$ cat src/rtl/timer_pkg.sv
// Shared definitions for the memory-mapped countdown timer: FSM states,
// register word offsets, mode encodings and CTRL bit positions.
package timer_pkg;

  typedef enum logic [1:0] {
    S_IDLE = 2'd0,
    S_LOAD = 2'd1,
    S_CNT  = 2'd2,
    S_INT  = 2'd3
  } timer_state_t;

  localparam logic [1:0] OFF_CTRL   = 2'd0;
  localparam logic [1:0] OFF_PRESET = 2'd1;
  localparam logic [1:0] OFF_COUNT  = 2'd2;

  localparam logic [1:0] MODE_ONESHOT = 2'b00;
  localparam logic [1:0] MODE_RELOAD  = 2'b01;

  localparam int CTRL_EN      = 0;
  localparam int CTRL_MODE_LO = 1;
  localparam int CTRL_MODE_HI = 2;
  localparam int CTRL_IM      = 3;
  localparam int CTRL_PS_LO   = 8;
  localparam int CTRL_PS_HI   = 15;

  // Only the exact auto-reload encoding reloads; 1x falls back to one-shot.
  function automatic logic is_auto_reload(input logic [1:0] mode);
    return mode == MODE_RELOAD;
  endfunction

endpackage

$ cat src/rtl/timer_prescaler.sv
// Rate divider for the countdown: tick fires once every (ps+1) cycles unless cleared.
// Only built with TIMER_PRESCALE_EN; without it the timer ties its tick high.
`ifdef TIMER_PRESCALE_EN
module timer_prescaler (
  input  logic       clk,
  input  logic       reset,
  input  logic       clr,
  input  logic [7:0] ps,
  output logic       tick
);

  logic [7:0] div_cnt;

  assign tick = (div_cnt == ps);

  always_ff @(posedge clk or negedge reset) begin
    if (!reset) begin
      div_cnt <= 8'd0;
    end else if (clr || tick) begin
      div_cnt <= 8'd0;
    end else begin
      div_cnt <= div_cnt + 8'd1;
    end
  end

endmodule
`endif

$ cat src/rtl/timer_counter.sv
// Memory-mapped 32-bit countdown timer (one-shot / auto-reload) feeding the CP0 irq.
// Defining TIMER_PRESCALE_EN adds the CTRL[15:8] prescaler field.
module timer_counter
  import timer_pkg::*;
#(
  parameter logic [31:0] BASE_ADDR = 32'h0000_7F00
) (
  input  logic        clk,
  input  logic        reset,
  input  logic        sel,
  input  logic        we,
  input  logic [31:0] addr,
  input  logic [31:0] wd,
  output logic [31:0] rd,
  output logic        irq
);

  timer_state_t state;
  logic         ctrl_en;
  logic [1:0]   ctrl_mode;
  logic         ctrl_im;
  logic [7:0]   ctrl_ps;
  logic [31:0]  preset;
  logic [31:0]  count;
  logic         pending;
  logic         tick;
  logic         wr_ctrl;
  logic         wr_preset;
  logic         terminal;
  logic         unused_addr;

  assign wr_ctrl   = sel & we & (addr[3:2] == OFF_CTRL);
  assign wr_preset = sel & we & (addr[3:2] == OFF_PRESET);
  assign terminal  = (state == S_CNT) & ctrl_en & tick & (count <= 32'd1);
  assign irq       = ctrl_im & pending;

  // The bridge decodes the window; only the word offset matters here.
  assign unused_addr = ^{addr[31:4], addr[1:0], BASE_ADDR};

`ifdef TIMER_PRESCALE_EN
  always_ff @(posedge clk or negedge reset) begin
    if (!reset) begin
      ctrl_ps <= 8'd0;
    end else if (wr_ctrl) begin
      ctrl_ps <= wd[CTRL_PS_HI:CTRL_PS_LO];
    end
  end

  timer_prescaler u_prescaler (
    .clk  (clk),
    .reset(reset),
    .clr  (state != S_CNT),
    .ps   (ctrl_ps),
    .tick (tick)
  );
`else
  assign ctrl_ps = 8'd0;
  assign tick    = 1'b1;
`endif

  // CTRL write is applied after the FSM so the bus wins the EN/MODE/IM race.
  always_ff @(posedge clk or negedge reset) begin
    if (!reset) begin
      state     <= S_IDLE;
      ctrl_en   <= 1'b0;
      ctrl_mode <= MODE_ONESHOT;
      ctrl_im   <= 1'b0;
      preset    <= 32'd0;
      count     <= 32'd0;
      pending   <= 1'b0;
    end else begin
      if (wr_preset) begin
        preset <= wd;
      end

      case (state)
        S_IDLE: begin
          if (ctrl_en) begin
            state <= S_LOAD;
          end
        end
        S_LOAD: begin
          count <= preset;
          state <= S_CNT;
        end
        S_CNT: begin
          if (!ctrl_en) begin
            state <= S_IDLE;
          end else if (terminal) begin
            count <= 32'd0;
            state <= S_INT;
          end else if (tick) begin
            count <= count - 32'd1;
          end
        end
        S_INT: begin
          if (is_auto_reload(ctrl_mode)) begin
            state <= ctrl_en ? S_LOAD : S_IDLE;
          end else begin
            ctrl_en <= 1'b0;
            state   <= S_IDLE;
          end
        end
      endcase

      if (wr_ctrl) begin
        ctrl_en   <= wd[CTRL_EN];
        ctrl_mode <= wd[CTRL_MODE_HI:CTRL_MODE_LO];
        ctrl_im   <= wd[CTRL_IM];
      end

      pending <= terminal | (pending & ~wr_ctrl);
    end
  end

  always_comb begin
    rd = 32'd0;
    case (addr[3:2])
      OFF_CTRL: begin
        rd[CTRL_EN]                 = ctrl_en;
        rd[CTRL_MODE_HI:CTRL_MODE_LO] = ctrl_mode;
        rd[CTRL_IM]                 = ctrl_im;
        rd[CTRL_PS_HI:CTRL_PS_LO]   = ctrl_ps;
      end
      OFF_PRESET: rd = preset;
      OFF_COUNT:  rd = count;
      default:    rd = 32'd0;
    endcase
  end

endmodule

$ cat config.mk
export PLATFORM = sky130hd
export DESIGN_NAME = timer_counter
export DESIGN_NICKNAME = d
export VERILOG_FILES = /design/src/rtl/timer_pkg.sv /design/src/rtl/timer_prescaler.sv /design/src/rtl/timer_counter.sv
export SDC_FILE = /design/constraint.sdc
export NUM_CORES = 1
export LEC_CHECK = 0
export ABC_AREA = 1
export ABC_CLOCK_PERIOD_IN_PS = 2600
export BUFFER_PORTS_ARGS = -buffer_cell sky130_fd_sc_hd__buf_2
export CORE_AREA = 2 2 98 100
export DETAILED_ROUTE_END_ITERATION = 10
export DIE_AREA = 0 0 100 102
export PLACE_DENSITY = 0.75
export SLEW_MARGIN = 0
export SYNTH_ARGS = -nofsm -noshare
export SYNTH_HDL_FRONTEND = slang
export SYNTH_SLANG_ARGS = --single-unit
$ cat constraint.sdc
create_clock -name clk -period 2.6 [get_ports clk]
set_clock_uncertainty 0.15 [all_clocks]
set_input_delay 0.78 -clock clk [delete_from_list [all_inputs] [get_ports clk]]
set_output_delay 0.78 -clock clk [all_outputs]
set_load 0.02 [all_outputs]
==> impl_metrics.json <==
{
  "num_vias": 4951,
  "seqPwrFrac_pct": 33.3,
  "synth_xor_area_share_pct": 2.472,
  "syn_area_per_cell_um2": 6.617,
  "antenna_left": 0,
  "antenna_found_initial": 0,
  "start_util_pct": 50.56,
  "nets": 850,
  "drv_slew": 0,
  "cts.sinks": 71,
  "power.share.switching_pct": 46.63,
  "path_cells": "buf_12 -> clkinv_8 -> ha_4 -> buf_12 -> nand2_2 -> a21oi_2 -> buf_6",
  "comb_power_share_pct": 48.0,
  "p_sw_w": 0.002846,
  "final_cell_mix": "221 x nand2_1, 96 x nor2_1, 71 x dfrtp_1, 55 x inv_1, 36 x buf_2",
  "setup_ws_ns": -0.05606,
  "syn_to_final_growth_pct": 36.70,
  "fin_crit_sh_pct": 102.2,
  "yosysSeqAreaShare_pct": 38.58,
  "clockBufferDepth": 2,
  "synth_adder_area_share_pct": 1.630,
  "num_rows": 35,
  "max_slew.worst_pin.slew_ns": 0.5470,
  "syn_inst": 696,
  "max_stage_delay_ns": 0.21,
  "pre_cts_slack_ns": -0.1280,
  "min_period_ns": 2.656,
  "grt_overflow": 0,
  "die_w_um": 100,
  "p_int_w": 0.003257,
  "maxCapViolCount": 0,
  "synth_top_family_by_area": "simple AND/OR/NAND/NOR gates",
  "crit_top_cell": "buf_12",
  "dr.pass1.iters": 5,
  "h-tree-depth": 3,
  "synth_fp_nets": 770,
  "cts_root_buf": "clkbuf_8",
  "drt_iter0_markers": 369,
  "hold_path.class": "in -> async",
  "grt_pass1_wl_mm": 22.67,
  "p_leak_nw": 3.185,
  "clk_pin_slew_ns": 0.08,
  "die_h_um": 102,
  "clock_latency_ns": 0.37,
  "diodes": 0,
  "netlist_area_um2": 4606,
  "fp.coreArea_um2": 9109,
  "worstSetupPathType": "in -> out",
  "synth_cell_types": 26,
  "setup_viol_count_final": 30,
  "max-vdd-ir-drop_mv": 0.4458,
  "synthSimpleGateAreaFrac_pct": 36.13,
  "crit_path_top_delay_cell": "ha_4",
  "grt_max_degree": 72,
  "synth_compound_area_share_pct": 11.22,
  "p_clk_share_pct": 18.7,
  "viasPerCell": 5.550,
  "cp_max_fo": 8,
  "critPathLaunchType": "primary input",
  "yosysWarnings": 0,
  "ctsHoldBuffers": 0,
  "numPortBuffers": 70,
  "fmax_mhz": 376.5,
  "wl_mm": 14.57,
  "power.density_nw_per_um2": 969.4,
  "dpl.hpwl_mm": 8.730,
  "utilization_pct": 69.12,
  "required_ns": 1.67,
  "num_io_pins": 101,
  "grt_use_total_pct": 28.43,
  "grt_pass1_vias": 4716,
  "p_total_w": 0.006103,
  "layout-drive-gt1-share_pct": 28.81,
  "cp.arrival_ns": 1.73,
  "rsz0062_at_grt": "true",
  "numCtsBuffers": 9,
  "hold_violations": 0,
  "cts_tree": "built",
  "gp_congestion": 0.9427,
  "maxSlewHeadroom_pct": 63.49,
  "synth.area.mux_share_pct": 2.200,
  "die_area_um2": 10200,
  "cp-end-kind": "output pin",
  "final_common_cell": "nand2_1",
  "status": "finished with violations",
  "post_drt_wl_per_cell_um": 16.33,
  "violations": "setup timing",
  "synth-seq-cells": 71,
  "drc": 0
}
[cells by family (layout without fill, tap and decap cells)]
family | after synthesis | count (layout)
compound gates | 94 | 94
xor+xnor | 13 | 13
fa+ha+maj | 6 | 6
buf+inv | 90 | 175
flops | 71 | 71
mux | 9 | 9
simple gates | 413 | 413
[critical path: cells and delay by family]
| kind | cells | cell delay (ns) |
|---|---|---|
| AOI/OAI and AO/OA | 1 | 0.17 |
| adders and majority gates | 1 | 0.21 |
| buffers and inverters | 4 | 0.47 |
| and+or+nand+nor | 1 | 0.07 |
[cells in the mapped netlist (all sizes together)]
cell / count / area (µm²)
nand2: 273 / 1037
nor2: 103 / 419.2
dfrtp: 71 / 1777
inv: 63 / 236.5
a21oi: 50 / 250.2
nand3: 30 / 162.7
o21ai: 25 / 125.1
o21bai: 18 / 135.1
clkbuf: 16 / 60.06
buf: 11 / 61.31
xor2: 11 / 96.34
mux2: 9 / 101.4
ha: 6 / 75.07
nand4: 6 / 37.54
xnor2: 2 / 17.52
a31oi: 1 / 6.260
nand3b: 1 / 7.510
[sequential cells by signal (all words and copies together), names as in the netlist]
name and cells:
count 32, ctrl_en 1, ctrl_im 1, ctrl_mode 2
pending 1, preset 32, state 2
[layout make-up]
type                       instances  area (µm²)
multi-input combinational        535        2927
inverter                          63       266.5
tap                              111       138.9
timing repair buffer              96       932.1
clock buffer                      11       151.4
clock inverter                     5       103.9
sequential                        71        1777
fill                             758        2813
[layer usage]
layer	routed length, µm	track usage, %
met1	5952	36.15
met2	7143	48.65
met3	1029	4.720
met4	442	11.49
met5	0	0
[power by group through the flow]
stage                     clock network [W]  registers, W  logic [W]
after floorplan                           0       0.00183    0.00197
after global placement                    0       0.00194    0.00250
after detailed placement                  0       0.00195    0.00261
after CTS                           0.00115       0.00197    0.00277
after global routing                0.00119       0.00208    0.00329
final                               0.00114       0.00203    0.00293
[through the flow]
| stage | cells | setup TNS [ns] | hold slack [ns] | area, µm² |
|---|---|---|---|---|
| after global placement | 864 | -2.491 | 0.3190 | 5264 |
| after CTS | 892 | -1.793 | 0.3059 | 6036 |
| after detailed placement | 864 | -3.476 | 0.3169 | 5264 |
| after global routing | 892 | -1.690 | 0.3242 | 6296 |
| after floorplan | 696 | -0.1657 | 0.2993 | 4717 |
| final | 892 | -0.7636 | 0.2758 | 6296 |
[path summary, 6_finish.rpt]
kind,slack (ns),endpoint,cells past startpoint,startpoint
max reg2reg,0.21,count[6],9,count[0]
min reg2reg,0.34,pending,2,pending
min,0.28,count[1],2,reset
min in group clk,0.34,pending,2,pending
max in group asynchronous,1.67,count[20],2,reset
max,-0.06,rd[26],7,addr[2]
[repair_timing]
item	CTS	global route
resized for setup	93	75
setup buffers	7	1
setup endpoints to repair	32	32
gates cloned	5	3
pin swaps	12	30
Note: power is estimated with default switching activity, not from simulation.
